`src/rtl/cdc_bus_arbiter.sv`:
```
`default_nettype none
// ============================================================================
// Module      : cdc_bus_arbiter
// Description : Source-domain controller sharing one multi-bit CDC channel
//               between two requesters. Round-robin arbitration picks a
//               winner, its word is captured onto unsync_bus and held, then a
//               4-phase bus_enable/ack handshake with the destination-side
//               bus synchronizer moves exactly one word per handshake.
//               unsync_bus never changes while bus_enable is high.
//
// Ports       :
//   CLK                    source-domain clock
//   RST                    synchronous active-low reset
//   src0_valid/data/ready  requester 0 (ready = accepted this cycle)
//   src1_valid/data/ready  requester 1
//   ack_async              acknowledge from destination (asynchronous)
//   unsync_bus             held word toward the destination synchronizer
//   bus_enable             level request toward the destination
//   busy                   state is not IDLE
//   last_grant             index of the most recently accepted requester
//   timeout_err            one-cycle pulse when a WAIT_ACK timeout aborts
//
// Build option: define CDC_ARB_TIMEOUT_EN to add a WAIT_ACK watchdog of
//               TIMEOUT_CYCLES cycles; without it timeout_err is tied low and
//               WAIT_ACK waits indefinitely.
//
// Revision    : 1.0  initial release
// ============================================================================
module cdc_bus_arbiter #(
  parameter int BUS_WIDTH      = 8,
  parameter int NUM_STAGES     = 2,
  parameter int TIMEOUT_CYCLES = 255
) (
  input  logic                 CLK,
  input  logic                 RST,
  input  logic                 src0_valid,
  input  logic [BUS_WIDTH-1:0] src0_data,
  output logic                 src0_ready,
  input  logic                 src1_valid,
  input  logic [BUS_WIDTH-1:0] src1_data,
  output logic                 src1_ready,
  input  logic                 ack_async,
  output logic [BUS_WIDTH-1:0] unsync_bus,
  output logic                 bus_enable,
  output logic                 busy,
  output logic                 last_grant,
  output logic                 timeout_err
);

  typedef enum logic [1:0] {
    IDLE     = 2'd0,
    SETUP    = 2'd1,
    WAIT_ACK = 2'd2,
    WAIT_CLR = 2'd3
  } state_t;

  state_t                state_q;
  state_t                state_d;
  logic [NUM_STAGES-1:0] ack_sync;
  logic                  ack_s;
  logic                  grant_idx;
  logic                  accept;
  logic                  to_hit;
  logic                  wd_hit;

  // Parameter sanity hook: a synchronizer shorter than two flops or a
  // zero-length watchdog is not a meaningful configuration.
  if (NUM_STAGES < 2 || TIMEOUT_CYCLES < 1) begin : g_param_guard
  end

  // --------------------------------------------------------------------------
  // Ack synchronizer
  // --------------------------------------------------------------------------
  always_ff @(posedge CLK) begin
    if (!RST) begin
      ack_sync <= '0;
    end else begin
      ack_sync <= {ack_sync[NUM_STAGES-2:0], ack_async};
    end
  end

  assign ack_s = ack_sync[NUM_STAGES-1];

  // --------------------------------------------------------------------------
  // Arbitration: a lone valid wins; on a tie the requester that did not win
  // last time is chosen. Grants are blocked during reset and by a stale ack.
  // --------------------------------------------------------------------------
  assign grant_idx  = src1_valid & (~src0_valid | ~last_grant);
  assign accept     = RST & (state_q == IDLE) & ~ack_s & (src0_valid | src1_valid);
  assign src0_ready = accept & ~grant_idx;
  assign src1_ready = accept &  grant_idx;
  assign busy       = (state_q != IDLE);

  // --------------------------------------------------------------------------
  // Optional WAIT_ACK watchdog
  // --------------------------------------------------------------------------
`ifdef CDC_ARB_TIMEOUT_EN
  localparam int WD_W = $clog2(TIMEOUT_CYCLES + 1);

  logic [WD_W-1:0] wd_cnt;
  logic            timeout_err_q;

  // The hit fires in the TIMEOUT_CYCLES-th WAIT_ACK cycle so bus_enable is
  // high for exactly TIMEOUT_CYCLES cycles before the abort edge.
  assign wd_hit = (state_q == WAIT_ACK) && (wd_cnt == WD_W'(TIMEOUT_CYCLES - 1));

  always_ff @(posedge CLK) begin
    if (!RST) begin
      wd_cnt        <= '0;
      timeout_err_q <= 1'b0;
    end else begin
      timeout_err_q <= to_hit;
      if (state_q == WAIT_ACK && state_d == WAIT_ACK) begin
        wd_cnt <= wd_cnt + 1'b1;
      end else begin
        wd_cnt <= '0;
      end
    end
  end

  assign timeout_err = timeout_err_q;
`else
  assign wd_hit      = 1'b0;
  assign timeout_err = 1'b0;
`endif

  // --------------------------------------------------------------------------
  // State machine
  // --------------------------------------------------------------------------
  always_comb begin
    state_d = state_q;
    to_hit  = 1'b0;
    case (state_q)
      IDLE: begin
        if (accept) begin
          state_d = SETUP;
        end
      end
      SETUP: begin
        state_d = WAIT_ACK;
      end
      WAIT_ACK: begin
        if (ack_s) begin
          state_d = WAIT_CLR;
        end else if (wd_hit) begin
          state_d = WAIT_CLR;
          to_hit  = 1'b1;
        end
      end
      WAIT_CLR: begin
        if (!ack_s) begin
          state_d = IDLE;
        end
      end
      default: begin
        state_d = IDLE;
      end
    endcase
  end

  // bus_enable is high exactly while the machine sits in WAIT_ACK, so it is
  // registered from the next state: set on the SETUP exit edge, cleared on
  // the ack (or timeout) edge and on reset.
  always_ff @(posedge CLK) begin
    if (!RST) begin
      state_q    <= IDLE;
      bus_enable <= 1'b0;
      unsync_bus <= '0;
      last_grant <= 1'b1;
    end else begin
      state_q    <= state_d;
      bus_enable <= (state_d == WAIT_ACK);
      if (accept) begin
        unsync_bus <= grant_idx ? src1_data : src0_data;
        last_grant <= grant_idx;
      end
    end
  end

endmodule
`default_nettype wire

```
`config.mk`:
```
export PLATFORM = sky130hd
export DESIGN_NAME = cdc_bus_arbiter
export DESIGN_NICKNAME = d
export VERILOG_FILES = /design/src/rtl/cdc_bus_arbiter.sv
export SDC_FILE = /design/constraint.sdc
export NUM_CORES = 1
export LEC_CHECK = 0
export CAP_MARGIN = 20
export CORE_MARGIN = 4
export CORE_UTILIZATION = 30
export DETAILED_ROUTE_END_ITERATION = 8
export PLACE_DENSITY = 0.73
export REMOVE_ABC_BUFFERS = 1
export SYNTH_ARGS = -nofsm -noshare
export SYNTH_HDL_FRONTEND = slang
export SYNTH_SLANG_ARGS = --single-unit
export TNS_END_PERCENT = 100
```
`constraint.sdc`:
```
create_clock -name CLK -period 1.85 [get_ports CLK]
set_input_delay 0.37 -clock CLK [delete_from_list [all_inputs] [get_ports CLK]]
set_output_delay 0.37 -clock CLK [all_outputs]
set_load 0.01 [all_outputs]
```
* Yosys cells after proc, flatten, opt, wreduce, memory -nomap -nowiden *
Cells that the tools add are included.

operators by class
  bitwise operators = 12
  eq/ne operators = 4
  muxes and demuxes = 5
  reduce and logical (&&, ||, !) cells = 2

operators by type and width
  cell                  count
  $mux W8               1
  $pmux W2 S4           1
  $and A1 B1 Y1         6
  $eq A2 B2 Y1 const B  3
  $mux W2               3
  $not A1 Y1            4
  $eq A2 B1 Y1 const B  1
  $logic_not A2 Y1      1
  $or A1 B1 Y1          2
  $reduce_bool A2 Y1    1

storage, ports and cells
  register bits = 14
  word-level logic and storage cells = 28
  output and inout bits = 14
  bits of input ports = 21

* Longest topological paths before layout *
Gate-level depths: netlist of the first run.

  word-level depth = 7
  mapped depth = 5

* Worst setup path before layout of the first run *
No wires, ideal clock.

  kind = register to output
  start point = register state_q[0]
  end point = output port src0_ready
  cell stages (with the launch flop) = 5
  data required time = 1480 ps
  buffers on the path = 2
  setup slack = 18 ps
  arrival time = 1462 ps
  path through = dfxtp_1 > or4b_1 > buf_2 > clkbuf_1 > nor3_1

between the ends
  cells in the longest elaborated chain, start to end = 5

RTL lines
  item                        line  RTL
  start, declared             57    state_t state_q;
  start signal, assigned      171   state_q <= state_d;
  $logic_not A2 Y1            89    assign accept = RST & (state_q == IDLE) & ~ack_s & (src0_valid | src1_valid);
  $and A1 B1 Y1 (3 in a row)  89
  $and A1 B1 Y1               90    assign src0_ready = accept & ~grant_idx;
  end, declared               38    output logic src0_ready,

No other way between the ends.

* Worst setup path after layout of the first run *
  start point = register ack_sync[1]
  end point = output port src1_ready

between the ends
  cells in the longest elaborated chain, start to end = 4

RTL lines
  item                        line  RTL
  start, declared             59    logic [NUM_STAGES-1:0] ack_sync;
  start signal, assigned      78    ack_sync <= {ack_sync[NUM_STAGES-2:0], ack_async};
  $not A1 Y1                  89
  $and A1 B1 Y1 (2 in a row)  89
  $and A1 B1 Y1               91    assign src1_ready = accept & grant_idx;
  end, declared               41    output logic src1_ready,

No other way between the ends.

==> metrics.md, run 1 <==
| Metric | Value |
|---|---|
| CP endpoint kind | output port |
| Vias in the first global route | between 500 and 600 |
| Sink Count | 14 |
| Sequential Power Share | between 40% and 50% |
| Clock Latency Late Sink | about 0.28 ns |
| Hold Path Class | reg -> reg |
| Die width | between 50 and 60 um |
| Synthesized flop and latch total | 14 |
| FILL cells | ~180 |
| Drt first pass iters | 5 |
| Total grt overflow | 0 |
| Setup TNS | -0.0605 ns |
| Rows | 15 |
| Share of power burned in combinational logic | between 20% and 30% |
| Max-Cap Viols | 0 |
| Nets@finish | about 130 |
| Initial antenna violation count | 0 |
| CTS tree | built |
| DP HPWL | about 1300 um |
| Drt wl/cell | ~13 um |
| Avg Cell Area, Syn | between 9 and 10 um^2 |
| Power per Cell Area | 761 mW/mm^2 |
| Setup violators final | 2 |
| Hold_buf cts | 0 |
| Layout cells sized above 1 | 19.8% |
| Final number of max-transition violations | 0 |
| Commonest cells in the synthesized netlist | dfxtp_1, nand2_1, nor3_1, a221o_1, and2_1 |
| Final Non-Filler Cells | between 100 and 150 |
| Clock root cell | clkbuf_4 |
| Top post-synthesis cells by area | dfxtp_1, a221o_1, nor3_1 |
| Total track usage | about an eighth |
| Number of H-tree levels | 1 |
| Arr. time, crit path | between 1.5 and 2 ns |
| Psw | around 0.20 mW |
| Detailed-route via count | slightly above 600 |
| Reg2reg setup slack | 0.06 ns |
| Die Y | 52.8 um |
| Die Area | 0.00279 mm^2 |
| I/O Pins | 35 |
| Yosys top cell by area | dfxtp_1 |
| Yosys warns | 0 |
| Netlist cell types | 23 |
| Switching share of power | between 20% and 30% |
| Initial Util | about a third |
| # DRC | 0 |
| Number of synthesized flops with an enable pin | 0 |
| Most common cell in the netlist | dfxtp_1 |
| Setup ws final | -0.0505 ns |
| Leak Pwr | 0.427 nW |
| Post-Route WL | between 1500 and 2000 um |
| Post-synthesis sequential area ratio | a little under half |
| Fmax | around 530 MHz |
| Largest net degree at the start of global routing | 11 |
| Total setup buffers inserted after CTS | 0 |
| Ys async rst share | 0% |
| Core ar. | 0.00182 mm^2 |
| Post-route ant nets | 0 |
| Crit path time final | approximately 1.9 ns |
| Tcrit/Tclk final | 103% |
| Clock-pin transition on the worst setup and hold timing paths | roughly 0.080 ns |
| Top FF cell, synth | dfxtp_1 |
| Dpl cells | ~130 |
| CTS Buffer Depth | 2 |
| Diodes inserted | 0 |
| Max rail drop VDD | between 0.4 and 0.5 mV |
| Hold Vio Cnt, Final | 0 |
| Failing checks | negative setup slack |
| Status | finished, violations left |
| HP Start | ack_sync[0] |
| Worst R2R Start | ack_sync[1] |
| Post-DR vias/cell | about 4.7 |
| Crit Path Class | reg -> out |
| Placer Congestion | approximately 0.83 |
| Clock Skew | a little over 0.005 ns |
| Crit. Startpoint | ack_sync[1] |
| Power share of the clock group | between 20% and 30% |
| Unrepaired setup endpoints after global routing | true |
| Worst Setup Start Kind | flip-flop |
| DR iter-0 viols | 3 |
| Inserted Clock Buffers | 3 |
| Port bufs | 33 |
| Mapped Area | slightly above 600 um^2 |
| Internal Power | about 0.59 mW |
| Worst-path fanout max | 4 |
| First-pass GRT wire length | between 2000 and 2500 um |
| Area growth syn-to-layout | 73.0% |
| Top-area cell type share of the netlist area | 46.5% |
| Syn Inst Count | between 60 and 70 |
| Req. time, crit path | approximately 1.5 ns |
## area by class of cell
class | instances | area, um^2 | area share (%)
multi-input cells | 44 | 302 | 28.9
clock buffers | 4 | 36.3 | 3.48
flip-flops and latches | 14 | 282 | 27.0
inverters | 2 | 7.51 | 0.719
repair buffers | 42 | 385 | 36.9
well taps | 25 | 31.3 | 3.00
## through the flow
| stage | setup slack, ns | cell area [um^2] | total power, mW | hold WS [ns] | utilization (%) |
|---|---|---|---|---|---|
| floorplan | 0.0140 | 579 | 0.444 | 0.412 | - |
| global placement | -0.744 | 1010 | 0.585 | 0.420 | 55.4 |
| detailed placement | -0.772 | 1010 | 0.588 | 0.424 | 55.4 |
| CTS | -0.0715 | 1040 | 0.810 | 0.448 | 57.2 |
| global route | -0.118 | 1040 | 0.840 | 0.486 | 57.3 |
| finish | -0.0505 | 1040 | 0.794 | 0.442 | 57.3 |
## worst max-delay path, cell delays in order (launching register included)
cell      delay (ns)
dfxtp_1         0.32
or4b_4          0.58
a211oi_4        0.18
buf_2           0.17
## state kept, by name, summed over array words and instances (netlist names)
signal and count:
bus_enable 1, state_q 2, ack_sync 2, unsync_bus 8
last_grant 1
## placed cells by master (no fill, tap or decap), types with 2 or more instances in the layout
cell	instances
clkdlybuf4s50_1	29
buf_4	9
a221o_1	8
nor3_1	8
dlygate4sd2_1	2
buf_2	2
nand2_1	9
nor2b_1	2
clkbuf_4	3
inv_1	2
dfxtp_1	13
and2_1	3
## cells by family (layout without fill, tap and decap cells)
| logic type | after synthesis | count (layout) | share of synthesized area, % |
|---|---|---|---|
| AOI/OAI and AO/OA | 14 | 14 | 22.6 |
| other | 1 | 1 | 0.622 |
| buffers and inverters | 7 | 48 | 5.19 |
| DFF | 14 | 14 | 46.5 |
| and+or+nand+nor | 29 | 29 | 25.1 |
## power groups by stage
stage	Sequential, mW	Clock (mW)	Combinational, mW
6_report	0.355	0.215	0.224
5_1_grt	0.360	0.239	0.241
4_1_cts	0.354	0.229	0.226
3_5_place_dp	0.361	0	0.228
3_3_place_gp	0.360	0	0.225
2_1_floorplan	0.372	0	0.0720
## layer usage
layer  share of wire [%]  up-vias  global-route usage, %
met1                  42      276                   14.2
met4                 1.0        0                   2.55
met5                   0        -                      0
met3                 5.9        2                   4.56
li1                    -      321                      -
met2                  51       18                   20.0
## worst paths after layout
check | depth (start not counted) | endpoint
max | 3 | src1_ready
min | 1 | ack_sync[1]
max reg2reg | 4 | unsync_bus[1]
min reg2reg | 1 | ack_sync[1]
## timing repair
action / 4_1_cts / 5_1_grt
resized for setup: 12 / 2
hold endpoints to repair: 0 / 0
endpoints found under the setup margin: 11 / 10
pin swaps: 2 / 1
gates cloned: 0 / 0
(Power assumes the default switching activity.)
==> inputs of run 2 (changes only) <==
--- a/config.mk
+++ b/config.mk
@@ -5,11 +5,13 @@
 export SDC_FILE = /design/constraint.sdc
 export NUM_CORES = 1
 export LEC_CHECK = 0
+export ABC_AREA = 0
+export ABC_CLOCK_PERIOD_IN_PS = 1850
 export CAP_MARGIN = 20
 export CORE_MARGIN = 4
-export CORE_UTILIZATION = 30
+export CORE_UTILIZATION = 36
 export DETAILED_ROUTE_END_ITERATION = 8
-export PLACE_DENSITY = 0.73
+export PLACE_DENSITY = 0.84
 export REMOVE_ABC_BUFFERS = 1
 export SYNTH_ARGS = -nofsm -noshare
 export SYNTH_HDL_FRONTEND = slang
==> run 2 against run 1 <==
Against the previous run: non-clock buffer count down 1; worst hold slack worse by 0.0012 ns; wire length rose by 3.3%; the run still ends with negative setup slack left; first-iteration DRC count grew to 2.7 times the previous value; critical path depth is the same; clock skew is 0.0042 ns lower; largest power group unchanged; sequential cell count is the same; largest cell class unchanged; design area decreased by 1.1%; combinational power increased by 3%.
==> metrics.md, run 2 (same netlist as run 1, synthesis figures left out) <==
| Metric | Value |
|---|---|
| Status | finished, violations left (unchanged) |
| Failing checks | negative setup slack (unchanged) |
| Share of power burned in combinational logic | 28.8% (was 28.2%) |
| Port bufs | 33 (unchanged) |
| Max rail drop VDD | 0.468 mV (was 0.458 mV) |
| DP HPWL | 1260 um (was 1330 um) |
| CP endpoint kind | output port (unchanged) |
| Routed wl met3 | 107 um (was 98 um) |
| Req. time, crit path | 1.48 ns (about the same) |
| Number of H-tree levels | 1 (unchanged) |
| Crit path time final | 1.90 ns (about the same) |
| Clock Latency Late Sink | 0.27 ns (was 0.28 ns) |
| Most frequent cells in the layout | clkdlybuf4s50_1, dfxtp_1, nand2_1 (was clkdlybuf4s50_1, dfxtp_1, nand2_1, buf_4) |
| Drt first pass iters | 4 (was 5) |
| Power per Cell Area | 773 mW/mm^2 (was 761 mW/mm^2) |
| Max stage delay on crit path | 0.58 ns (about the same) |
| Hold_ws | 0.441 ns (was 0.442 ns) |
| Max-Cap Viols | 0 (unchanged) |
| CTS Buffer Depth | 2 (unchanged) |
| Hold Vio Cnt, Final | 0 (unchanged) |
| Sequential Power Share | 44.5% (was 44.7%) |
| Number of flip-flops in the largest register | 8 (unchanged) |
| Arr. time, crit path | 1.53 ns (about the same) |
| Detailed-route via count | 624 (was 617) |
| Slowest-stage cell, CP | or4b_4 (unchanged) |
| Rows | 14 (was 15) |
| Worst-path fanout max | 4 (unchanged) |
| Total grt overflow | 0 (unchanged) |
| Unrepaired setup endpoints after global routing | true (unchanged) |
| Hold_buf cts | 0 (unchanged) |
| Met1 WL | 699 um (was 692 um) |
| Nets@finish | 127 (was 128) |
| Post-DR vias/cell | 5.16 (was 4.71) |
| I/O Pins | 35 (unchanged) |
| Largest registers | unsync_bus: 8 flops, ack_sync: 2 flops, state_q: 2 flops (unchanged) |
| Clock Skew | 0.000832 ns (was 0.00503 ns) |
| Psw | 0.202 mW (was 0.201 mW) |
| Diodes inserted | 0 (unchanged) |
| Clock root cell | clkbuf_4 (unchanged) |
| DR iter-0 viols | 8 (was 3) |
| Setup ws final | -0.0471 ns (was -0.0505 ns) |
| First-pass GRT wire length | 2680 um (was 2480 um) |
| Fmax | 527 MHz (was 526 MHz) |
| Inserted Clock Buffers | 3 (unchanged) |
| Largest net degree at the start of global routing | 10 (was 11) |
| Sink Count | 14 (unchanged) |
| Initial Util | 39.1% (was 33.1%) |
| CTS tree | built (unchanged) |
| Largest Register | unsync_bus (unchanged) |
| Hold Path Class | reg -> reg (unchanged) |
| Power share of the clock group | 26.7% (was 27.1%) |
| Clock-pin transition on the worst setup and hold timing paths | 0.08 ns (about the same) |
| Crit Path Class | reg -> out (unchanged) |
| Total track usage | 14.6% (was 11.9%) |
| Drt wl/cell | 14.1 um (was 12.6 um) |
| Internal Power | 0.595 mW (was 0.593 mW) |
| Top layer used by detailed routing | met4 (unchanged) |
| Placer Congestion | 0.762 (was 0.831) |
| Switching share of power | 25.4% (was 25.3%) |
| Core ar. | 0.00154 mm^2 (was 0.00182 mm^2) |
| Critical-path cell list | or4b_4 -> a211oi_4 -> buf_2 (unchanged) |
| Leak Pwr | 0.423 nW (was 0.427 nW) |
| Setup violators final | 10 (was 2) |
| Die width | 48.9 um (was 52.8 um) |
| Commonest non-fill, non-tap cell in the layout | clkdlybuf4s50_1 (unchanged) |
| Post-route ant nets | 0 (unchanged) |
| Final number of max-transition violations | 0 (unchanged) |
| Vias in the first global route | 572 (was 574) |
| # DRC | 0 (unchanged) |
| Tcrit/Tclk final | 103% (about the same) |
| Post-Route WL | 1710 um (was 1660 um) |
| Layout cells sized above 1 | 20.0% (was 19.8%) |
| Total power | 0.798 mW (was 0.794 mW) |
| Metal2 WL | 878 um (was 847 um) |
| Initial antenna violation count | 0 (unchanged) |
| Reg2reg setup slack | -0.03 ns (was 0.06 ns) |
| Area growth syn-to-layout | 71.2% (was 73.0%) |
| Die Area | 0.00239 mm^2 (was 0.00279 mm^2) |
| Die Y | 48.9 um (was 52.8 um) |
| Worst Setup Start Kind | flip-flop (unchanged) |
[run 2: cell types whose count changed in the layout (fill, tap and decap cells not counted)]
cell	before	now
buf_4	9	8
dfxtp_1	13	12
dfxtp_2	1	2
o21a_2	1	0
o21a_4	0	1
[run 2: what timing repair did]
item / 4_1_cts / 5_1_grt
pin swaps: 3 / 2
setup endpoints to repair: 11 / 10
gates resized for setup: 14 / 2
setup buffers: 1 / 0
[run 2: final timing paths]
check	startpoint	to	cells past startpoint
max	ack_sync[1]	src1_ready	3
min	ack_sync[0]	ack_sync[1]	1
max reg2reg	ack_sync[1]	unsync_bus[5]	5
min reg2reg	ack_sync[0]	ack_sync[1]	1
[run 2: power groups by stage]
stage	clock network (mW)	logic (mW)	registers (mW)
3_3_place_gp	0	0.221	0.360
2_1_floorplan	0	0.0720	0.372
4_1_cts	0.222	0.229	0.354
3_5_place_dp	0	0.224	0.361
6_report	0.213	0.230	0.355
5_1_grt	0.236	0.246	0.360
[run 2: critical path, delay by kind of cell, from the launching register on]
family          cells  cell delay, ns
simple gates        1            0.58
compound gates      1            0.18
flops               1            0.33
buf+inv             1            0.17
[run 2: metal layers]
layer  vias up  track usage, %
met5         -               0
met4         0            5.38
met3         4            7.34
met2        18            23.3
met1       289            16.6
li1        313               -
[run 2: area by class of cell]
class / count / area [um^2]
Multi-Input combinational cell: 44 / 308
Clock buffer: 4 / 36.3
Sequential cell: 14 / 283
Fill cell: 125 / 509
Tap cell: 16 / 20.0
Timing Repair Buffer: 41 / 378
Inverter: 2 / 7.51
[run 2: per-stage QoR]
step	TNS (ns)	utilization [%]	cell area [um^2]	std cells	setup WS, ns
2_1_floorplan	0	-	579	60	0.0140
4_1_cts	-0.0819	66.8	1030	121	-0.0544
3_3_place_gp	-5.26	63.7	982	116	-0.745
6_report	-0.204	67.0	1030	121	-0.0471
5_1_grt	-0.741	67.0	1030	121	-0.119
3_5_place_dp	-5.49	63.7	982	116	-0.758
